<file path="config.mk">
export PLATFORM = sky130hd
export DESIGN_NAME = csa_sum_accumulator
export DESIGN_NICKNAME = d
export VERILOG_FILES = /design/src/rtl/csa_sum_accumulator.sv
export SDC_FILE = /design/constraint.sdc
export NUM_CORES = 1
export LEC_CHECK = 0
export CORE_MARGIN = 3
export CORE_UTILIZATION = 30
export CTS_CLUSTER_DIAMETER = 120
export CTS_CLUSTER_SIZE = 16
export DETAILED_ROUTE_END_ITERATION = 10
export PLACE_DENSITY = 0.58
export SKIP_CTS_REPAIR_TIMING = 1
export SLEW_MARGIN = 30
export SYNTH_ARGS = -nofsm -noshare
export SYNTH_HDL_FRONTEND = slang
export SYNTH_SLANG_ARGS = --single-unit
</file>
<file path="constraint.sdc">
create_clock -name clk -period 4.3 [get_ports clk]
set_input_delay 0.43 -clock clk [delete_from_list [all_inputs] [get_ports clk]]
set_output_delay 0.43 -clock clk [all_outputs]
set_load 0.02 [all_outputs]
</file>
<file path="src/rtl/csa_sum_accumulator.sv">
// Block accumulator downstream of the 4-operand 4-bit CSA.
// Sums COUNT results per block and presents total, mean and max.
module csa_sum_accumulator #(
  parameter int IN_W  = 6,
  parameter int COUNT = 4,
  parameter int ACC_W = 8
) (
  input  logic             clk,
  input  logic             rst,
  input  logic             clear,
  input  logic             in_valid,
  output logic             in_ready,
  input  logic [4:0]       in_sum,
  input  logic             in_cout,
  output logic             out_valid,
  input  logic             out_ready,
  output logic [ACC_W-1:0] out_total,
  output logic [IN_W-1:0]  out_mean,
  output logic [IN_W-1:0]  out_max,
  output logic             out_overflow,
  output logic [4:0]       out_count
);

  localparam int CW = $clog2(COUNT);

  typedef enum logic [1:0] {
    IDLE,
    ACCUM,
    HOLD
  } state_t;

  state_t state, state_n;

  logic [ACC_W:0]  acc, acc_n, mean_w;
  logic [IN_W-1:0] mx, mx_n, v;
  logic [4:0]      cnt;
  logic            ovf, ovf_n;
  logic            accept, last, drain, flush;

  assign v         = IN_W'({in_cout, in_sum});
  assign in_ready  = (state != HOLD);
  assign out_valid = (state == HOLD);
  assign out_count = cnt;

  assign accept = in_valid && in_ready;
  assign drain  = out_valid && out_ready;
  assign last   = (cnt == 5'(COUNT - 1));
  assign flush  = rst || clear;

  // Running sum/max/overflow including the value being accepted.
  always_comb begin
    acc_n  = acc + (ACC_W+1)'(v);
    ovf_n  = ovf | acc_n[ACC_W];
    mx_n   = (v > mx) ? v : mx;
    mean_w = acc_n >> CW;
  end

  // Next-state: fill the block, then hold until downstream takes it.
  always_comb begin
    state_n = state;
    unique case (state)
      IDLE, ACCUM: begin
        if (accept) begin
          state_n = last ? HOLD : ACCUM;
        end
      end
      HOLD: begin
        if (out_ready) begin
          state_n = IDLE;
        end
      end
      default: state_n = IDLE;
    endcase
  end

  // State register; reset and clear both return to an empty block.
  always_ff @(posedge clk) begin
    if (flush) begin
      state <= IDLE;
    end else begin
      state <= state_n;
    end
  end

  // Partial-block accumulator, max and accepted-count.
  always_ff @(posedge clk) begin
    if (flush || drain) begin
      acc <= '0;
      mx  <= '0;
      cnt <= '0;
      ovf <= 1'b0;
    end else if (accept) begin
      acc <= acc_n;
      mx  <= mx_n;
      cnt <= cnt + 5'd1;
      ovf <= ovf_n;
    end
  end

  // Result registers, loaded on the block's final accept.
  always_ff @(posedge clk) begin
    if (flush || drain) begin
      out_total    <= '0;
      out_mean     <= '0;
      out_max      <= '0;
      out_overflow <= 1'b0;
    end else if (accept && last) begin
      out_total    <= acc_n[ACC_W-1:0];
      out_mean     <= mean_w[IN_W-1:0];
      out_max      <= mx_n;
      out_overflow <= ovf_n;
    end
  end

endmodule

</file>
==> summary.md, run 1 <==
| Metric | Value |
|---|---|
| Mean number of vias per cell | `between 4 and 5` |
| Min Tclk post-route | `2.43 ns` |
| Comb power frac | `around 12%` |
| GR Util met3 | `3.45%` |
| Maximum VDD drop | `approximately 0.00012 V` |
| CTS buffer count | `5` |
| Largest net degree at the start of global routing | `30` |
| Switching share of power | `approximately 25%` |
| I/O pin count | `39` |
| Post-DP HPWL | `3110 um` |
| DIE AREA | `7870 um2` |
| Netlist cell types | `37` |
| GR Layer Usage met1 | `14.5%` |
| Clock share of power | `39.7%` |
| Final Skew | `around 0.0072 ns` |
| Slew HR | `62.8%` |
| Post-Layout Cell Count | `342` |
| Final antenna-violating net count | `0` |
| RD Place Congestion | `0.775` |
| CTS tree | `done` |
| FP Rows | `29` |
| Total Power | `752 uW` |
| Setup TNS | `0 ns` |
| GRT overflow | `0` |
| R2r setup slk | `~2.2 ns` |
| Router iterations before antenna repair | `4` |
| Achievable Freq | `approximately 0.4 GHz` |
| Routed vias | `1625` |
| Final Util | `approximately two fifths` |
| RSZ-0062 raised after global routing | `no` |
| Vias in the first global route | `between 1500 and 2000` |
| Initial antenna violation count | `0` |
| Outcome | `finished, final reports clean` |
| Critical path type | `input pin to flop` |
| Fill cell count | `667` |
| H-tree depth | `2` |
| First-pass GRT wire length | `7170 um` |
| CP required | `4.52 ns` |
| Synth Instances | `about 240` |
| Worst setup SP type | `input pin` |
| Int Power | `568 uW` |
| Avg Cell Area, Syn | `~8.7 um2` |
| Final hold vios | `0` |
| Worst hold path type | `flop to flop` |
| Vert. Die Dim | `88.7 um` |
| Clock Tree Buf Depth | `2` |
| DRC errors left | `0` |
| DRT iter0 DRCs | `between 40 and 50` |
| Switching pwr | `184 uW` |
| Final Routed Wirelength | `about 4300 um` |
| Post-Syn Area | `2050 um2` |
| CTS Sinks | `38` |
| All-Layer GR Usage | `11.6%` |
| DR WL/cell | `12.4 um` |
| Syn_nets | `approximately 260` |
| Initial core utilization | `31.6%` |
| WP data arrival | `2.65 ns` |
| Endpoint class of the critical path | `flop` |
| Ratio of cells with drive above 1 in the final layout | `8.30%` |
| Synth Warn # | `0` |
| Critical path fanouts, max | `7` |
| Met2 Usage GRT | `19.3%` |
| Sequential group share of total power | `48.0%` |
| Die span in x | `88.7 um` |
| Antenna cells | `0` |
| Nets@finish | `289` |
| Final Cycle Share | `a little under three fifths` |
| Sequential area share after synthesis | `37.1%` |
| Inst Count DP | `334` |
| Endpoints failing setup | `0` |
| Max Slew Vio Count | `0` |
| Synthesis-stage register bit count | `38` |
| CTS root buf | `clkbuf_8` |
| Layout area overhead | `22.9%` |
| Gr busiest metal | `met2` |
| Latest clock arrival within the worst-skew pair | `0.29 ns` |
| Core ar. | `6490 um2` |
| Leakage | `0.000937 uW` |
| Port bufs | `38` |
| Reg clk slew, reported paths | `0.07 ns` |
| Max-cap violations | `0` |
| Power per cell area | `298 nW/um2` |
| Worst Tran Pin Value | `0.556 ns` |
-- synthesized netlist by cell type (all sizes together) --
library cell | count | area (um2)
fa | 1 | 20.0
nor3 | 6 | 30.0
clkbuf | 1 | 3.75
xnor2 | 8 | 70.1
nand4 | 5 | 31.3
a211oi | 9 | 108
o211a | 1 | 10.0
and2 | 2 | 12.5
a2bb2oi | 1 | 8.76
o31ai | 2 | 15.0
o21ai | 7 | 35.0
o22ai | 1 | 6.26
nand2 | 41 | 154
xor2 | 3 | 26.3
a21boi | 1 | 7.51
nor2 | 18 | 67.6
o32ai | 1 | 27.5
nor4 | 1 | 6.26
nand2b | 2 | 12.5
inv | 11 | 41.3
or2 | 1 | 6.26
or4 | 1 | 7.51
nand3 | 7 | 35.0
a21o | 3 | 22.5
buf | 19 | 133
dfxtp | 38 | 761
ha | 13 | 163
and3 | 1 | 6.26
a21oi | 18 | 93.8
mux2i | 12 | 120
or3 | 2 | 12.5
-- power groups by stage --
stage          sequential, uW  clock (uW)  combinational [uW]
2_1_floorplan             369           0                67.6
3_3_place_gp              369           0                92.9
3_5_place_dp              370           0                94.3
4_1_cts                   361         307                94.6
5_1_grt                   362         320                 105
6_report                  361         298                92.7
-- layer usage --
layer | wire, um | vias up
met4 | 55 | 0
met5 | 0 | -
met3 | 169 | 5
met1 | 2030 | 743
li1 | - | 855
met2 | 2000 | 22
-- area by class of cell --
class | count | area [um2] | share of cell area, %
multi-input cells | 168 | 1120 | 44.4
flip-flops and latches | 38 | 761 | 30.2
repair buffers | 40 | 395 | 15.7
well taps | 77 | 96.3 | 3.82
clock buffers | 5 | 68.8 | 2.73
inverters | 11 | 41.3 | 1.64
clock inverters | 3 | 40.0 | 1.59
-- cell usage in the layout (no fill, tap or decap), drive strengths merged --
cell type       n
nand2          41
dfxtp          38
clkdlybuf4s50  38
nor2           18
a21oi          18
ha             13
mux2i          12
inv            11
a211oi          9
xnor2           8
nand3           7
o21ai           7
nor3            6
nand4           5
clkbuf          5
a21o            3
xor2            3
nand2b          2
and2            2
o31ai           2
or3             2
clkinv          2
buf             2
and3            1
a2bb2oi         1
o211a           1
a21boi          1
o32ai           1
or2             1
o22ai           1
nor4            1
or4             1
fa              1
bufinv          1
-- critical path: stages --
cell and delay, ns:
clkdlybuf4s50_1 0.50, ha_1 0.36, a211oi_2 0.18, nor2_1 0.09, o32ai_4 0.49, or2_1 0.38, mux2i_1 0.23
-- metrics by stage --
| step | instance area [um2] | setup slack, ns | hold WS, ns |
|---|---|---|---|
| 2_1_floorplan | 2050 | 2.37 | 0.423 |
| 3_3_place_gp | 2410 | 1.57 | 0.438 |
| 3_5_place_dp | 2410 | 1.50 | 0.445 |
| 4_1_cts | 2520 | 1.81 | 0.460 |
| 5_1_grt | 2520 | 1.75 | 0.496 |
| 6_report | 2520 | 1.87 | 0.458 |
-- flip-flops by register name, indices dropped and copies added (netlist names) --
signal / cells
ovf: 1
out_overflow: 1
acc: 9
out_max: 6
state: 2
out_total: 8
out_count: 5
mx: 6
-- logic make-up (layout without fill, tap and decap cells) --
family                   after synthesis  count (layout)  share of synthesized area (%)
multiplexers                          12              12                           5.85
flip-flops                            38              38                           37.1
adder cells (fa/ha/maj)               14              14                           8.90
XOR/XNOR                              11              11                           4.69
buffers and inverters                 31              59                           8.65
AND/OR/NAND/NOR                       87              87                           18.6
AO/OA/AOI/OAI                         44              44                           16.3
-- path summary, 6_finish.rpt --
kind,from,endpoint,cells after the start
max,in_sum[3],mx[3]$_SDFFE_PP0P_,7
max reg2reg,mx[3]$_SDFFE_PP0P_,mx[3]$_SDFFE_PP0P_,7
min reg2reg,ovf$_SDFFE_PP0P_,ovf$_SDFFE_PP0P_,2
min,ovf$_SDFFE_PP0P_,ovf$_SDFFE_PP0P_,2
Power figures use the tool's default switching activity.
==> run 2: changes to the inputs <==
--- a/config.mk
+++ b/config.mk
@@ -10,7 +10,7 @@
 export CTS_CLUSTER_DIAMETER = 120
 export CTS_CLUSTER_SIZE = 16
 export DETAILED_ROUTE_END_ITERATION = 10
-export PLACE_DENSITY = 0.58
+export PLACE_DENSITY = 0.6
 export SKIP_CTS_REPAIR_TIMING = 1
 export SLEW_MARGIN = 30
 export SYNTH_ARGS = -nofsm -noshare
==> constraint.sdc (replaced) <==
create_clock -name clk -period 2.19 [get_ports clk]
set_input_delay 0.219 -clock clk [delete_from_list [all_inputs] [get_ports clk]]
set_output_delay 0.219 -clock clk [all_outputs]
set_load 0.02 [all_outputs]
==> summary.md, run 2 (synthesized netlist as in run 1, its figures left out) <==
| Metric | Value |
|---|---|
| Worst path cell trace | `clkdlybuf4s50_1 -> ha_1 -> a211oi_2 -> nor2_1 -> o32ai_4 -> buf_4 -> mux2i_1 -> a211oi_2` |
| Critical path fanouts, max | `3` |
| DR WL/cell | `around 12 um` |
| Max Slew Vio Count | `0` |
| Final Routed Wirelength | `4480 um` |
| Final antenna-violating net count | `0` |
| Critical path type | `input pin to flop` |
| Comb power frac | `15.6%` |
| Port bufs | `38` |
| Max-cap violations | `0` |
| Total Power | `1390 uW` |
| Leakage | `0.00102 uW` |
| Max reg flops | `9` |
| WP data arrival | `between 2 and 2.5 ns` |
| Cell mode on critical path | `a211oi_2` |
| Slowest CP cell | `clkdlybuf4s50_1` |
| R2r setup slk | `0.26 ns` |
| Antenna cells | `0` |
| Vias in the first global route | `roughly 1700` |
| CP required | `2.36 ns` |
| Outcome | `finished, final reports clean` |
| First-pass GRT wire length | `between 7000 and 8000 um` |
| Regs by FF count | `acc (9), out_total (8)` |
| Mean number of vias per cell | `between 4 and 5` |
| Slew HR | `68.2%` |
| Design area | `2650 um2` |
| Post-DP HPWL | `3380 um` |
| CTS tree | `done` |
| Achievable Freq | `0.517 GHz` |
| All-Layer GR Usage | `11.9%` |
| Nets@finish | `310` |
| Reg clk slew, reported paths | `0.07 ns` |
| Largest Register | `acc` |
| Endpoints failing setup | `0` |
| RD Place Congestion | `0.743` |
| Core ar. | `6490 um2` |
| Top delay family on crit path | `buffers and inverters` |
| I/O pin count | `39` |
| Switching share of power | `26.3%` |
| Routed vias | `1731` |
| Worst setup SP type | `input pin` |
| RSZ-0062 raised after global routing | `no` |
| Final hold vios | `0` |
| Int Power | `approximately 1000 uW` |
| Maximum VDD drop | `0.000235 V` |
| Worst hold path type | `flop to flop` |
| Ratio of cells with drive above 1 in the final layout | `about 14%` |
| CP Buf/Inv Count | `2` |
| Router iterations before antenna repair | `4` |
| Final Skew | `0.0119 ns` |
| CTS Sinks | `38` |
| H-tree depth | `2` |
| CTS buffer count | `5` |
| Largest net degree at the start of global routing | `24` |
| Placed Area | `2570 um2` |
| FP Rows | `29` |
| Clock Tree Buf Depth | `2` |
| DRC errors left | `0` |
| Commonest cells after routing, fill and taps aside | `nand2_1 (41), dfxtp_1 (38), clkdlybuf4s50_1 (38), buf_4 (23), nor2_1 (18)` |
| Clock share of power | `~33%` |
| Switching pwr | `365 uW` |
| Worst Tran Pin Value | `0.472 ns` |
| DRT iter0 DRCs | `56` |
| Commonest non-fill, non-tap cell in the layout | `nand2_1` |
| Endpoint class of the critical path | `flop` |
| Initial antenna violation count | `0` |
| Layout area overhead | `29.1%` |
| Initial core utilization | `31.6%` |
| Sequential group share of total power | `roughly half` |
| DIE AREA | `7870 um2` |
| Min Tclk post-route | `about 1.9 ns` |
| Hold slack final | `0.460 ns` |
| Latest clock arrival within the worst-skew pair | `approximately 0.29 ns` |
| CTS root buf | `clkbuf_8` |
| GRT overflow | `0` |
| Final Cycle Share | `around 88%` |
| Die span in x | `88.7 um` |
| Vert. Die Dim | `88.7 um` |
| Critical path's largest stage delay | `0.44 ns` |
| Power per cell area | `roughly 520 nW/um2` |
## run 2: worst reg2reg max path: stages, from the launching register on
cell      delay (ns)
dfxtp_1         0.36
inv_1           0.05
ha_1            0.30
a211oi_2        0.20
nor2_1          0.10
o32ai_4         0.30
buf_4           0.19
mux2i_1         0.23
a211oi_2        0.09
## run 2: worst paths after layout
kind / from / endpoint / cells past startpoint
max: in_sum[3] / out_max[0]$_SDFFE_PP0P_ / 8
min: ovf$_SDFFE_PP0P_ / ovf$_SDFFE_PP0P_ / 2
max reg2reg: mx[3]$_SDFFE_PP0P_ / out_max[0]$_SDFFE_PP0P_ / 8
min reg2reg: ovf$_SDFFE_PP0P_ / ovf$_SDFFE_PP0P_ / 2
## run 2: area by class of cell
class,count,area (um2)
Clock buffer,6,72.6
Clock inverter,1,7.51
Fill cell,646,3840
Inverter,11,41.3
Multi-Input combinational cell,168,1120
Sequential cell,38,761
Tap cell,77,96.3
Timing Repair Buffer,61,553
## run 2: power groups by stage
stage / Sequential, uW / Clock, uW / Combinational, uW
floorplan: 725 / 0 / 133
global placement: 725 / 0 / 215
detailed placement: 725 / 0 / 217
CTS: 709 / 488 / 219
global route: 711 / 514 / 240
finish: 709 / 464 / 217
## run 2: stage by stage
| stage | utilization, % | setup TNS [ns] | std cells | worst slack, ns |
|---|---|---|---|---|
| after floorplan | - | 0 | 237 | 0.336 |
| after global placement | 39.6 | -0.0390 | 355 | -0.0185 |
| after detailed placement | 39.6 | -0.503 | 355 | -0.0868 |
| after CTS | 40.8 | 0 | 362 | 0.206 |
| after global routing | 40.8 | 0 | 362 | 0.117 |
| final | 40.8 | 0 | 362 | 0.256 |
## run 2: metal layers
| layer | part of all wire (%) | vias to the layer above | track usage (%) |
|---|---|---|---|
| met5 | 0 | - | 0 |
| met3 | 3.2 | 4 | 3.35 |
| li1 | - | 896 | - |
| met2 | 48 | 26 | 20.4 |
| met4 | 0.83 | 0 | 2.88 |
| met1 | 48 | 805 | 14.8 |
==> run 3: changes to the inputs <==
--- a/config.mk
+++ b/config.mk
@@ -11,6 +11,7 @@
 export CTS_CLUSTER_SIZE = 16
 export DETAILED_ROUTE_END_ITERATION = 10
 export PLACE_DENSITY = 0.6
+export SETUP_SLACK_MARGIN = 0.05
 export SKIP_CTS_REPAIR_TIMING = 1
 export SLEW_MARGIN = 30
 export SYNTH_ARGS = -nofsm -noshare
==> results of run 3 <==
Final layout, timing and power as in run 2 (identical DEF).
